**config.mk**
```make
export PLATFORM = sky130hd
export DESIGN_NAME = ft60x_fifo_master
export DESIGN_NICKNAME = d
export VERILOG_FILES = /design/src/rtl/ft60x_fifo_master.sv
export SDC_FILE = /design/constraint.sdc
export NUM_CORES = 1
export LEC_CHECK = 0
export CAP_MARGIN = 20
export CORE_UTILIZATION = 40
export DETAILED_ROUTE_END_ITERATION = 12
export MAX_ROUTING_LAYER = met4
export SLEW_MARGIN = 10
export SYNTH_ARGS = -nofsm -noshare
export SYNTH_HDL_FRONTEND = slang
export SYNTH_SLANG_ARGS = --single-unit
```
**constraint.sdc**
```tcl
create_clock -name clk_in -period 3.3 [get_ports clk_in]
set_input_delay 0.33 -clock clk_in [delete_from_list [all_inputs] [get_ports clk_in]]
set_output_delay 0.33 -clock clk_in [all_outputs]
set_load 0.02 [all_outputs]
```
**src/rtl/ft60x_fifo_master.sv**
```systemverilog
// ft60x_fifo_master
//   Bidirectional FT600/FT601 245-synchronous-FIFO bus master, clocked by the FTDI bus clock.
//   Moves user TX beats onto the DATA/BE pads and captures RX beats from the pads into a small
//   registered skid buffer. The top level owns the tristate pads; this block only produces the
//   output values and a single drive enable.
//
// Parameters
//   DATA_W     bus width, 32 (FT601) or 16 (FT600); byte-enable width is DATA_W/8
//   ARB_MODE   0 = round-robin, 1 = RX priority, 2 = TX priority
//   MAX_BURST  beats per burst before re-arbitration, 0 = unlimited (16-bit counter)
//   RX_DEPTH   RX skid buffer entries, power of two, >= 4
//
// Ports
//   clk_in, rst_n_in              FTDI bus clock, asynchronous active-low reset
//   txe_n_in, rxf_n_in            FTDI flow-control inputs
//   wr_n_out, rd_n_out, oe_n_out  FTDI strobes, registered
//   data_in/be_in                 pad input values
//   data_out/be_out, data_oe_out  pad output values and drive enable, registered
//   tx_data_in/tx_be_in/tx_valid_in/tx_ready_out   user TX beat stream
//   rx_data_out/rx_be_out/rx_valid_out/rx_ready_in user RX beat stream

module ft60x_fifo_master #(
    parameter int unsigned DATA_W    = 32,
    parameter int unsigned ARB_MODE  = 0,
    parameter int unsigned MAX_BURST = 256,
    parameter int unsigned RX_DEPTH  = 4
) (
    input  logic                  clk_in,
    input  logic                  rst_n_in,
    input  logic                  txe_n_in,
    input  logic                  rxf_n_in,
    output logic                  wr_n_out,
    output logic                  rd_n_out,
    output logic                  oe_n_out,
    input  logic [DATA_W-1:0]     data_in,
    output logic [DATA_W-1:0]     data_out,
    output logic                  data_oe_out,
    input  logic [DATA_W/8-1:0]   be_in,
    output logic [DATA_W/8-1:0]   be_out,
    input  logic [DATA_W-1:0]     tx_data_in,
    input  logic [DATA_W/8-1:0]   tx_be_in,
    input  logic                  tx_valid_in,
    output logic                  tx_ready_out,
    output logic [DATA_W-1:0]     rx_data_out,
    output logic [DATA_W/8-1:0]   rx_be_out,
    output logic                  rx_valid_out,
    input  logic                  rx_ready_in
);

    localparam int unsigned BE_W = DATA_W / 8;
    localparam int unsigned AW   = $clog2(RX_DEPTH);
    localparam int unsigned EW   = DATA_W + BE_W;

    localparam logic [AW:0] DEPTH_C = (AW + 1)'(RX_DEPTH);
    localparam logic [AW:0] MARGIN  = (AW + 1)'(2);
    localparam logic [16:0] MAX_C   = 17'(MAX_BURST);

    localparam logic [2:0] S_IDLE  = 3'd0;
    localparam logic [2:0] S_TX    = 3'd1;
    localparam logic [2:0] S_RX_OE = 3'd2;
    localparam logic [2:0] S_RX    = 3'd3;
    localparam logic [2:0] S_TURN  = 3'd4;

    // ------------------------------------------------------------------
    // State
    // ------------------------------------------------------------------
    logic [2:0]        state, state_nxt;
    logic              wr_n, wr_n_nxt;
    logic              rd_n, rd_n_nxt;
    logic              oe_n, oe_n_nxt;
    logic              data_oe, data_oe_nxt;
    logic [DATA_W-1:0] data_reg;
    logic [BE_W-1:0]   be_reg;
    logic [15:0]       burst_cnt, burst_nxt;
    logic              rr_rx, rr_nxt;  // 1: RX wins the next tie

    // RX skid buffer
    logic [EW-1:0]     rx_mem [RX_DEPTH];
    logic [AW-1:0]     rx_wptr;
    logic [AW-1:0]     rx_rptr;
    logic [AW:0]       rx_cnt;

    // ------------------------------------------------------------------
    // Datapath qualifiers
    // ------------------------------------------------------------------
    logic        hold_valid;
    logic        tx_accept;
    logic        rx_capture;
    logic        rx_pop;
    logic [AW:0] rx_free;
    logic        rx_room;
    logic [16:0] cnt_tx_next;
    logic [16:0] cnt_rx_next;
    logic        tx_cap_ok;
    logic        rx_cap_ok;
    logic        tx_load;
    logic        hold_next;
    logic        rx_continue;
    logic        rx_req;
    logic        tx_req;
    logic        grant_rx;
    logic        grant_tx;

    // The TX holding register is the data_out register itself; WR_N low marks it occupied.
    assign hold_valid = !wr_n;
    assign tx_accept  = (state == S_TX) && !wr_n && !txe_n_in;
    assign rx_capture = (state == S_RX) && !rd_n && !rxf_n_in;
    assign rx_pop     = rx_valid_out && rx_ready_in;

    // Free space ignores a same-cycle pop; the margin of two covers the beat that may
    // still be captured while the registered RD_N rises.
    assign rx_free = DEPTH_C - rx_cnt;
    assign rx_room = rx_free >= MARGIN;

    assign cnt_tx_next = {1'b0, burst_cnt} + {16'd0, tx_accept};
    assign cnt_rx_next = {1'b0, burst_cnt} + {16'd0, rx_capture};
    assign tx_cap_ok   = (MAX_BURST == 0) || (cnt_tx_next < MAX_C);
    assign rx_cap_ok   = (MAX_BURST == 0) || (cnt_rx_next < MAX_C);

    // Load only when the register will be empty after this edge and the burst has room.
    // With TXE_N high and the register empty nothing loads, which ends the burst.
    assign tx_load = (state == S_TX) && tx_valid_in && !txe_n_in && tx_cap_ok &&
                     (!hold_valid || tx_accept);
    assign hold_next = tx_load || (hold_valid && !tx_accept);

    assign rx_continue = !rxf_n_in && rx_room && rx_cap_ok;

    assign rx_req = !rxf_n_in && rx_room;
    assign tx_req = !txe_n_in && tx_valid_in;

    // ------------------------------------------------------------------
    // Arbitration
    // ------------------------------------------------------------------
    always_comb begin
        grant_rx = 1'b0;
        grant_tx = 1'b0;
        if (rx_req && tx_req) begin
            if (ARB_MODE == 1) begin
                grant_rx = 1'b1;
            end else if (ARB_MODE == 2) begin
                grant_tx = 1'b1;
            end else if (rr_rx) begin
                grant_rx = 1'b1;
            end else begin
                grant_tx = 1'b1;
            end
        end else begin
            grant_rx = rx_req;
            grant_tx = tx_req;
        end
    end

    // ------------------------------------------------------------------
    // Next-state and strobe decode
    // ------------------------------------------------------------------
    always_comb begin
        state_nxt   = state;
        wr_n_nxt    = 1'b1;
        rd_n_nxt    = 1'b1;
        oe_n_nxt    = 1'b1;
        data_oe_nxt = 1'b0;
        burst_nxt   = burst_cnt;
        rr_nxt      = rr_rx;

        case (state)
            S_IDLE: begin
                if (grant_rx) begin
                    state_nxt = S_RX_OE;
                    oe_n_nxt  = 1'b0;
                    burst_nxt = 16'd0;
                    rr_nxt    = 1'b0;
                end else if (grant_tx) begin
                    state_nxt   = S_TX;
                    data_oe_nxt = 1'b1;
                    burst_nxt   = 16'd0;
                    rr_nxt      = 1'b1;
                end
            end

            S_TX: begin
                burst_nxt = cnt_tx_next[15:0];
                if (hold_next) begin
                    wr_n_nxt    = 1'b0;
                    data_oe_nxt = 1'b1;
                end else begin
                    // Register drained and nothing more to send: release the bus.
                    state_nxt = S_TURN;
                end
            end

            S_RX_OE: begin
                // OE_N has been low for a cycle with the pads undriven; start reading.
                state_nxt = S_RX;
                oe_n_nxt  = 1'b0;
                rd_n_nxt  = !rx_continue;
            end

            S_RX: begin
                burst_nxt = cnt_rx_next[15:0];
                if (rd_n) begin
                    // RD_N went high last edge; any in-flight beat is captured, drop OE_N.
                    state_nxt = S_TURN;
                end else begin
                    oe_n_nxt = 1'b0;
                    rd_n_nxt = !rx_continue;
                end
            end

            S_TURN: begin
                state_nxt = S_IDLE;
            end

            default: begin
                state_nxt = S_IDLE;
            end
        endcase
    end

    // ------------------------------------------------------------------
    // Bus-side registers
    // ------------------------------------------------------------------
    always_ff @(posedge clk_in or negedge rst_n_in) begin
        if (!rst_n_in) begin
            state     <= S_IDLE;
            wr_n      <= 1'b1;
            rd_n      <= 1'b1;
            oe_n      <= 1'b1;
            data_oe   <= 1'b0;
            data_reg  <= '0;
            be_reg    <= '0;
            burst_cnt <= 16'd0;
            rr_rx     <= 1'b1;
        end else begin
            state     <= state_nxt;
            wr_n      <= wr_n_nxt;
            rd_n      <= rd_n_nxt;
            oe_n      <= oe_n_nxt;
            data_oe   <= data_oe_nxt;
            burst_cnt <= burst_nxt;
            rr_rx     <= rr_nxt;
            if (tx_load) begin
                data_reg <= tx_data_in;
                be_reg   <= tx_be_in;
            end
        end
    end

    // ------------------------------------------------------------------
    // RX skid buffer
    // ------------------------------------------------------------------
    always_ff @(posedge clk_in or negedge rst_n_in) begin
        if (!rst_n_in) begin
            rx_wptr <= '0;
            rx_rptr <= '0;
            rx_cnt  <= '0;
        end else begin
            if (rx_capture) begin
                rx_wptr <= rx_wptr + 1'b1;
            end
            if (rx_pop) begin
                rx_rptr <= rx_rptr + 1'b1;
            end
            case ({rx_capture, rx_pop})
                2'b10:   rx_cnt <= rx_cnt + 1'b1;
                2'b01:   rx_cnt <= rx_cnt - 1'b1;
                default: rx_cnt <= rx_cnt;
            endcase
        end
    end

    // Storage needs no reset; the pointers and count define what is valid.
    always_ff @(posedge clk_in) begin
        if (rx_capture) begin
            rx_mem[rx_wptr] <= {be_in, data_in};
        end
    end

    // ------------------------------------------------------------------
    // Outputs
    // ------------------------------------------------------------------
    assign wr_n_out     = wr_n;
    assign rd_n_out     = rd_n;
    assign oe_n_out     = oe_n;
    assign data_oe_out  = data_oe;
    assign data_out     = data_reg;
    assign be_out       = be_reg;
    assign tx_ready_out = tx_load;

    assign rx_valid_out = (rx_cnt != '0);
    assign rx_data_out  = rx_mem[rx_rptr][DATA_W-1:0];
    assign rx_be_out    = rx_mem[rx_rptr][EW-1:DATA_W];

endmodule

```
==> reports/qor.yml, run 1 <==
timing:
  timing.hold.ws_ns: 0.382
  final.setup.worst_slack_ns: 0.194
  unrepaired_setup_endpoints_after_global_routing: "false"
  least_margin_pin_slew_ns: 0.622
  layout_min_cycle_time_ns: 3.11
  max_slew_margin_pct: 58.5
  timing_hold_violations_final: 0
  max_freq_mhz: 322
  fin_worst_skew_ns: 0.0108
  final_min_period_over_clock_period_pct: 94.1
  finalMaxSlewViolations: 0
  finalSetupViolations: 0
layout:
  fin_area_um2: 11500
  area_growth_syn_to_layout_pct: 32.2
  drive_gt1_share_pct: 22.0
  finalNonFillerCells: 1000
  design.final.nets: 798
routing:
  routed-via-count: 5156
  antenna_violating_nets_post_route: 0
  routed_via_density: 5.16
  routed_wire_length_per_instance_um: 18.2
  drt_iter0_drc: 241
  post-route-drc-count: 0
  dr.pass1.iters: 4
  postRouteWirelength_um: 18200
logic_synthesis:
  yosysTopAreaCellShare_pct: 49.7
  synth.largest_area_cell: "edfxtp_1"
  synth.yosys.warnings: 0
  most_frequent_cell_after_synthesis: "edfxtp_1"
  async_flop_share_pct: 31.8
  portion_of_the_post_synthesis_area_used_by_sequential_elements_pct: 69.0
  synthesis.instances: 522
  synth_edf_count: 144
  ys.flop_type: "edfxtp_1"
  synth-seq-cells: 211
  netlist_top_cells_area: "edfxtp_1 (50%), dfrtp_1 (18%), mux4_2 (9.3%), mux2_2 (4.5%), ha_1 (1.7%)"
  synth.lib_cells_used.distinct: 50
  synth.net_count: 613
  post_synth.cell_area_avg_um2: 16.7
  cell_area_synth_um2: 8700
  synthTopCellsByCount: "edfxtp_1 (144), dfrtp_1 (63), mux4_2 (36)"
placed_design:
  placed_instances: 956
  placement.io_buffers: 155
  place_ws_ns: -0.122
  placement.cell_area_um2: 10800
  gp_congestion: 0.870
  post-dp-hpwl_um: 12000
global_route:
  grt_pass1_vias: 5436
  final_global_route_overflow_total: 0
  global_route_wire_length_before_repair_um: 28900
  antenna_found_initial: 1
  grt_max_degree: 48
  gr-usage-all-layers_pct: 17.1
die:
  die_width_um: 150
  die_h_um: 150
  core_area_um2: 21200
  top_level_ports: 156
  std_cell_rows: 53
  floorplan.initialDensity_pct: 41.1
  fp.dieArea_um2: 22400
clock_tree:
  root_buffer: "clkbuf_16"
  worst_skew_pair.late_latency_ns: 0.51
  path_clk_slew_ns: 0.06
  cts-root-to-sink-buffers: 3
  post-cts-setup-buffer-count: 0
  clock_sink_count: 211
  tritoncts: "yes"
  number_of_h_tree_branching_levels: 1
  numCtsBuffers: 23
power_and_ir_drop:
  total_power_per_unit_cell_area_nw_per_um2: 787
  design_power_total_mw: 9.05
  leakage_nw: 4.16
  peakVddDrop_mv: 0.507
min_path:
  worst_hold_path_type: "in -> async"
setup_path:
  crit_path_start_kind: "flip-flop"
  crit_path_end_kind: "output pin"
  critical_path_class: "reg -> out"
  arrival_ns: 2.78
  ff2ff_path_depth: 12
  crit_fanout: 2
  crit_required_ns: 2.97
outcome:
  result_of_the_run: "finished, final reports clean"
flow_run:
  max_cap_viols: 0
sequential cells by signal, indices dropped and copies added (netlist names), 2 cells and up:
name and count:
rx_wptr 2, data_out 32, rx_rptr 2, rx_cnt 3, state 3, rx_mem 144
burst_cnt 16, be_out 4
logic make-up (layout without fill, tap and decap cells):
group	Yosys count	after routing	synth area share, %
DFF	211	211	69.0
adders and majority gates	13	13	1.96
AOI/OAI and AO/OA	64	64	4.37
and+or+nand+nor	103	103	6.58
xor gates and xnor gates	15	15	1.51
other	0	1	0
muxes	76	76	14.4
buffers and inverters	40	242	2.14
through the flow:
step / TNS [ns] / utilization (%)
6_report: 0 / 54.4
5_1_grt: 0 / 54.4
4_1_cts: 0 / 54.3
3_5_place_dp: -0.122 / 51.0
3_3_place_gp: -0.0483 / 51.0
2_1_floorplan: 0 / -
power breakdown:
part	internal, mW	leakage [nW]	switching (mW)
clock network	1.29	0.331	1.01
logic	1.74	1.71	1.58
registers	3.16	2.13	0.273
routing by layer:
layer  share of wire (%)  up-vias  track usage (%)
li1                    -     2392                -
met1                  43     2556             22.4
met2                  47      183             27.0
met3                 8.0       25             4.33
met4                 1.9        0             3.57
met5                   0        -                -
worst max-delay path: stages, from the launching register on:
cell and delay, ns:
dfrtp_1 0.38, nor2_1 0.13, nand2_1 0.09, nor3_2 0.17, ha_1 0.21, nand4_1 0.17, nor4_4 0.23, xnor2_1 0.18
o21ai_2 0.11, nor4_2 0.35, buf_2 0.23
final timing paths:
path,end,slack [ns],start
setup reg to reg,data_out[1]$_DFFE_PN0P_,0.38,state[2]$_DFFE_PN0P_
hold reg to reg,rx_cnt[0]$_DFFE_PN0P_,0.48,rx_cnt[0]$_DFFE_PN0P_
setup / recovery,tx_ready_out,0.19,state[2]$_DFFE_PN0P_
hold / removal,data_out[22]$_DFFE_PN0P_,0.38,rst_n_in
max in group asynchronous,data_out[1]$_DFFE_PN0P_,2.19,rst_n_in
min in group clk_in,data_out[15]$_DFFE_PN0P_,0.43,tx_data_in[15]
timing repair:
action / in CTS / in global routing
hold buffers: 0 / 1
gates resized for setup: 6 / 4
endpoints found under the hold margin: 0 / 42
pin swaps: 0 / 1
endpoints found under the setup margin: 1 / 1
layout make-up:
type / instances / area [um^2]
Antenna cell: 1 / 2.50
Clock buffer: 28 / 594
Clock inverter: 14 / 87.6
Fill cell: 1712 / 9650
Inverter: 13 / 48.8
Multi-Input combinational cell: 271 / 2540
Sequential cell: 211 / 6010
Tap cell: 275 / 344
Timing Repair Buffer: 187 / 1870
placed cells by master (no fill, tap or decap), types with 7 or more instances in the layout:
cell type,synthesis,final
a21oi_1,15,15
a31oi_1,9,9
buf_12,0,7
buf_4,0,25
clkbuf_16,0,23
clkdlybuf4s50_1,0,153
dfrtp_1,63,61
edfxtp_1,144,144
ha_1,12,12
inv_1,13,13
mux2_2,35,35
mux4_2,36,36
nand2_1,19,19
nand3_1,10,10
nor2_1,23,23
nor3_1,9,8
o21ai_0,22,21
xnor2_1,12,12
Power figures use the tool's default switching activity.
==> run 2, diff against run 1 <==
- ABC_AREA: not set -> 1
==> run 2 against run 1 <==
  * The run now ends with DRC left
  * Power is 8.8% higher
  * Sequential power down 2%
  * Register-to-register slack about the same
  * Fmax decreased by 0.73%
  * Critical path depth grew 4
  * Clock skew is 0.0019 ns lower
  * Critical path type unchanged
  * Largest cell class unchanged
  * Largest power group is now combinational cells
==> reports/qor.yml, run 2 <==
timing:
  final_min_period_over_clock_period_pct: 94.8
  max_freq_mhz: 320
  fin_worst_skew_ns: 0.00897
  final.setup.worst_slack_ns: 0.171
  timing_hold_violations_final: 0
  least_margin_pin_slew_ns: 0.582
  max_slew_margin_pct: 61.2
  layout_min_cycle_time_ns: 3.13
  finalSetupViolations: 0
  finalMaxSlewViolations: 0
power_and_ir_drop:
  combinationalPowerShare_pct: 40.3
  total_power_per_unit_cell_area_nw_per_um2: 831
  power.switching_mw: 3.52
  internal-power_mw: 6.33
  share_clk_of_total_power_pct: 25.7
  seq_power_share_pct: 34.0
  peakVddDrop_mv: 0.485
  leakage_nw: 4.45
  netSwitchingFraction_pct: 35.7
clock_tree:
  tritoncts: "yes"
  clock_sink_count: 211
  root_buffer: "clkbuf_16"
  path_clk_slew_ns: 0.06
  worst_skew_pair.late_latency_ns: 0.50
  numCtsBuffers: 24
  number_of_h_tree_branching_levels: 1
  cts-root-to-sink-buffers: 3
logic_synthesis:
  synth-seq-cells: 211
  cell_area_synth_um2: 9030
  netlist_top_cells_area: "edfxtp_1 (48%), dfrtp_1 (17%), nor2_1 (7.1%), o21ai_0 (4.7%), nand2_1 (3.0%)"
  synth_edf_count: 144
  synth.largest_area_cell: "edfxtp_1"
  yosysTopAreaCellShare_pct: 47.9
  most_frequent_cell_after_synthesis: "nor2_1"
  post_synth.cell_area_avg_um2: 11.1
  async_flop_share_pct: 31.8
  ys.flop_type: "edfxtp_1"
  synth.net_count: 906
  portion_of_the_post_synthesis_area_used_by_sequential_elements_pct: 66.5
  synthTopCellsByCount: "nor2_1 (170), edfxtp_1 (144), o21ai_0 (84)"
  synthesis.instances: 815
  synth.yosys.warnings: 0
  synth.lib_cells_used.distinct: 42
min_path:
  worst_hold_path_type: "in -> async"
global_route:
  global_route_wire_length_before_repair_um: 32700
  grt_max_degree: 69
  final_global_route_overflow_total: 0
  gr-usage-all-layers_pct: 18.1
  grt_pass1_vias: 6328
  antenna_found_initial: 0
setup_path:
  critical_path_class: "reg -> out"
  cp_slowest_stage_delay_ns: 0.39
  timing.critical_path.cells: "inv_2 -> nand2_2 -> nor2_4 -> inv_1 -> nor3_4 -> ha_2 -> nand2_2 -> nor2_4 -> nand3_1 -> nand2_2 -> nand4_1 -> nor4_4 -> buf_4 -> buf_4"
  critical_path_most_common_cell: "nand2_2"
  cpMaxStageDelayCell: "dfrtp_1"
  arrival_ns: 2.80
  crit_path_start_kind: "flip-flop"
  crit_path_end_kind: "output pin"
  crit_required_ns: 2.97
  crit_fanout: 5
die:
  floorplan.initialDensity_pct: 41.1
  std_cell_rows: 54
  die_h_um: 152
  fp.dieArea_um2: 23200
  top_level_ports: 156
  core_area_um2: 22000
  die_width_um: 152
outcome:
  result_of_the_run: "complete, but fails checks"
  failing_checks: "DRC"
layout:
  total_area_of_multi_input_combinational_cells_um2: 2730
  largest_register_ffs: 144
  design.final.nets: 1084
  area_growth_syn_to_layout_pct: 31.3
  drive_gt1_share_pct: 12.3
  num_antenna_cells: 0
  fin_area_um2: 11900
  most_common_library_cell_in_the_layout_ignoring_fill_and_taps: "nor2_1"
  layout.cells.most_common_list: "nor2_1 (165), clkdlybuf4s50_1 (153), edfxtp_1 (144)"
  finalNonFillerCells: 1289
  area.sequential_um2: 6010
  largest_register: "rx_mem"
  fillers: 1896
placed_design:
  placement.io_buffers: 155
  gp_congestion: 0.893
  place_ws_ns: -0.161
  placement.cell_area_um2: 11000
  post-dp-hpwl_um: 12600
  placed_instances: 1242
flow_run:
  max_cap_viols: 0
routing:
  postRouteWirelength_um: 20300
  dr.pass1.iters: 9
  routed_wire_length_per_instance_um: 15.7
  post-route-drc-count: 10
  drt_iter0_drc: 398
  routed-via-count: 6503
  routed_via_density: 5.04
  antenna_violating_nets_post_route: 0
-- run 2: what timing repair did --
action / CTS / global route
endpoints found under the hold margin: 20 / 0
setup buffers: 0 / 4
hold buffers: 1 / 0
pin swaps: 4 / 6
endpoints found under the setup margin: 1 / 1
gates resized for setup: 13 / 4
-- run 2: through the flow --
stage	util, %	hold WS, ns	power [mW]	setup TNS, ns
2_1_floorplan	-	0.0344	5.60	-9.76
3_3_place_gp	50.1	0.341	7.35	-0.149
3_5_place_dp	50.1	0.343	7.37	-0.161
4_1_cts	53.8	0.335	9.95	0
5_1_grt	54.0	0.382	10.4	-0.0511
6_report	54.0	0.342	9.85	0
-- run 2: critical path, delay by kind of cell (launching register included) --
| family | cells | cell delay [ns] |
|---|---|---|
| and+or+nand+nor | 9 | 1.26 |
| buffers and inverters | 4 | 0.44 |
| DFF | 1 | 0.39 |
| adders and majority gates | 1 | 0.21 |
-- run 2: metal layers --
metal / wire (um) / up-vias / part of all wire [%] / GRT usage [%]
li1: - / 3179 / - / -
met1: 8720 / 3088 / 43 / 22.8
met2: 9670 / 210 / 48 / 30.0
met3: 1630 / 26 / 8.1 / 3.70
met4: 266 / 0 / 1.3 / 4.08
met5: 0 / - / 0 / -
-- run 2: cells by family after synthesis --
group           synth area share, %
simple gates                   15.1
flops                          66.5
compound gates                 11.2
buf+inv                        4.17
fa+ha+maj                      1.88
xor+xnor                       1.07
-- run 2: layout make-up --
cell class	count	area share, %
Inverter	53	1.68
Tap cell	280	2.95
Clock buffer	27	5.34
Multi-Input combinational cell	516	23.0
Clock inverter	15	1.08
Timing Repair Buffer	187	15.3
Sequential cell	211	50.7
-- run 2: worst paths after layout --
check	from	end	slack, ns	cells past startpoint
min	rst_n_in	data_oe_out$_DFF_PN0_	0.34	2
max	state[2]$_DFFE_PN0P_	tx_ready_out	0.17	14
min in group clk_in	tx_data_in[9]	data_out[9]$_DFFE_PN0P_	0.41	3
max in group asynchronous	rst_n_in	data_out[10]$_DFFE_PN0P_	1.98	3
max reg2reg	state[0]$_DFFE_PN0P_	rd_n_out$_DFF_PN1_	0.39	18
min reg2reg	rr_rx$_DFFE_PN1P_	rr_rx$_DFFE_PN1P_	0.46	2
-- run 2: power groups by stage --
| stage | combinational [mW] | clock (mW) | sequential, mW |
|---|---|---|---|
| CTS | 4.00 | 2.60 | 3.35 |
| global route | 4.32 | 2.72 | 3.39 |
| finish | 3.97 | 2.53 | 3.35 |
| global placement | 3.96 | 0 | 3.39 |
| floorplan | 1.93 | 0 | 3.67 |
| detailed placement | 3.99 | 0 | 3.38 |
==> run 3, diff against run 2 <==
- CORE_UTILIZATION: 40 -> 25
==> run 3 against run 2 <==
  * Critical path type unchanged
  * Power fell by 0.43%
  * Combinational power rose by 1%
  * Die area rose by 59%
  * The run now ends clean
  * Critical path depth rose by 2
==> reports/qor.yml, run 3 (same netlist as run 2, synthesis figures left out) <==
clock_tree:
  worst_skew_pair.late_latency_ns: 0.52
  clock_sink_count: 211
  root_buffer: "clkbuf_16"
  number_of_h_tree_branching_levels: 1
  tritoncts: "yes"
  cts-root-to-sink-buffers: 3
  path_clk_slew_ns: 0.05
  numCtsBuffers: 24
setup_path:
  cp_slowest_stage_delay_ns: 0.39
  crit_path_start_kind: "flip-flop"
  timing.critical_path.cells: "inv_2 -> nand2_2 -> nor2_4 -> inv_1 -> nor3_2 -> buf_4 -> ha_1 -> nand2_2 -> inv_2 -> nand2_2 -> nor2_2 -> nand2_1 -> nand2_2 -> nand2_1 -> nor4_4 -> buf_4"
  critical_path_class: "reg -> out"
  crit_required_ns: 2.97
  critical_path_most_common_cell: "nand2_2"
  crit_fanout: 3
  arrival_ns: 2.75
  cpMaxStageDelayCell: "dfrtp_1"
  crit_path_end_kind: "output pin"
routing:
  dr.pass1.iters: 4
  postRouteWirelength_um: 22300
  routed-via-count: 6555
  routed_wire_length_per_instance_um: 15.1
  drt_iter0_drc: 407
  post-route-drc-count: 0
  routed_via_density: 4.45
  antenna_violating_nets_post_route: 0
timing:
  fin_worst_skew_ns: 0.00943
  max_freq_mhz: 325
  timing.hold.ws_ns: 0.282
  final.setup.worst_slack_ns: 0.221
  least_margin_pin_slew_ns: 0.726
  finalMaxSlewViolations: 0
  final_min_period_over_clock_period_pct: 93.3
  max_slew_margin_pct: 51.6
  finalSetupViolations: 0
  layout_min_cycle_time_ns: 3.08
  timing_hold_violations_final: 0
power_and_ir_drop:
  total_power_per_unit_cell_area_nw_per_um2: 813
  peakVddDrop_mv: 0.484
  leakage_nw: 4.44
die:
  core_area_um2: 35600
  top_level_ports: 156
  floorplan.initialDensity_pct: 25.4
  fp.dieArea_um2: 36900
  die_width_um: 192
  std_cell_rows: 69
  die_h_um: 192
placed_design:
  place_ws_ns: -0.0299
  placement.io_buffers: 155
  post-dp-hpwl_um: 14400
  gp_congestion: 0.856
layout:
  total_area_of_multi_input_combinational_cells_um2: 2720
  design.final.nets: 1085
  drive_gt1_share_pct: 12.5
  area.sequential_um2: 6010
  largest_register: "rx_mem"
  fillers: 3589
  most_common_library_cell_in_the_layout_ignoring_fill_and_taps: "nor2_1"
  largest_register_ffs: 144
  layout.cells.most_common_list: "nor2_1 (164), clkdlybuf4s50_1 (153), edfxtp_1 (144)"
  final_core_utilization_pct: 33.9
  area_growth_syn_to_layout_pct: 33.6
outcome:
  result_of_the_run: "finished, final reports clean"
global_route:
  final_global_route_overflow_total: 0
  antenna_found_initial: 1
  grt_max_degree: 74
  grt_pass1_vias: 6634
  global_route_wire_length_before_repair_um: 34700
  gr-usage-all-layers_pct: 12.3
min_path:
  worst_hold_path_type: "in -> async"
flow_run:
  max_cap_viols: 0
-- run 3: changes by cell type in the layout (fill, tap and decap cells not counted), sizes merged --
cell / change
clkinv: -3
buf: +1
clkbuf: +8
bufinv: -2
diode: +1
clkinvlp: -1
-- run 3: area by class of cell --
class | count | area share (%)
flip-flops and latches | 211 | 49.8
multi-input cells | 516 | 22.6
repair buffers | 188 | 15.2
clock buffers | 35 | 5.57
well taps | 461 | 4.78
inverters | 53 | 1.65
clock inverters | 9 | 0.446
diodes | 1 | 0.0207
-- run 3: report_power, final --
part | internal [mW] | switching [mW] | total (mW)
registers | 3.16 | 0.193 | 3.35
logic | 1.64 | 2.37 | 4.01
clock network | 1.41 | 1.03 | 2.44
total | 6.21 | 3.60 | 9.81
-- run 3: repair_timing --
item                                    4_1_cts  5_1_grt
pin swaps                                     0        2
endpoints found under the hold margin        15        0
buffers inserted                              0        0
gates resized for setup                       6       13
hold buffers                                  1        0
endpoints found under the setup margin        1        1
-- run 3: path summary, 6_finish.rpt --
check | start | to | slack [ns] | depth (start not counted)
worst max-delay path | state[2]$_DFFE_PN0P_ | tx_ready_out | 0.22 | 16
worst min-delay path | rst_n_in | data_oe_out$_DFF_PN0_ | 0.28 | 2
worst max register to register | state[2]$_DFFE_PN0P_ | rd_n_out$_DFF_PN1_ | 0.47 | 17
worst min register to register | rr_rx$_DFFE_PN1P_ | rr_rx$_DFFE_PN1P_ | 0.47 | 2
max in group asynchronous | rst_n_in | data_out[11]$_DFFE_PN0P_ | 2.25 | 3
min in group clk_in | tx_data_in[14] | data_out[14]$_DFFE_PN0P_ | 0.39 | 3
-- run 3: routing by layer --
| metal | vias to the layer above | track usage [%] | share of wire [%] |
|---|---|---|---|
| met2 | 192 | 19.8 | 46 |
| li1 | 3181 | - | - |
| met5 | - | - | 0 |
| met3 | 29 | 3.34 | 7.7 |
| met1 | 3153 | 15.3 | 45 |
| met4 | 0 | 2.79 | 1.8 |
-- run 3: critical path: cells and delay by family, from the launching register on --
| kind | cells | cell delay, ns |
|---|---|---|
| simple gates | 10 | 1.13 |
| flops | 1 | 0.39 |
| fa+ha+maj | 1 | 0.17 |
| buf+inv | 5 | 0.54 |
-- run 3: through the flow --
step	area [um^2]	power, mW	setup TNS [ns]	cells
finish	12100	9.81	0	1474
global route	12100	10.4	-0.0242	1474
CTS	12000	9.95	0	1473
detailed placement	11300	7.45	-0.0299	1428
global placement	11300	7.42	-0.0491	1428
floorplan	9030	5.60	-9.76	815
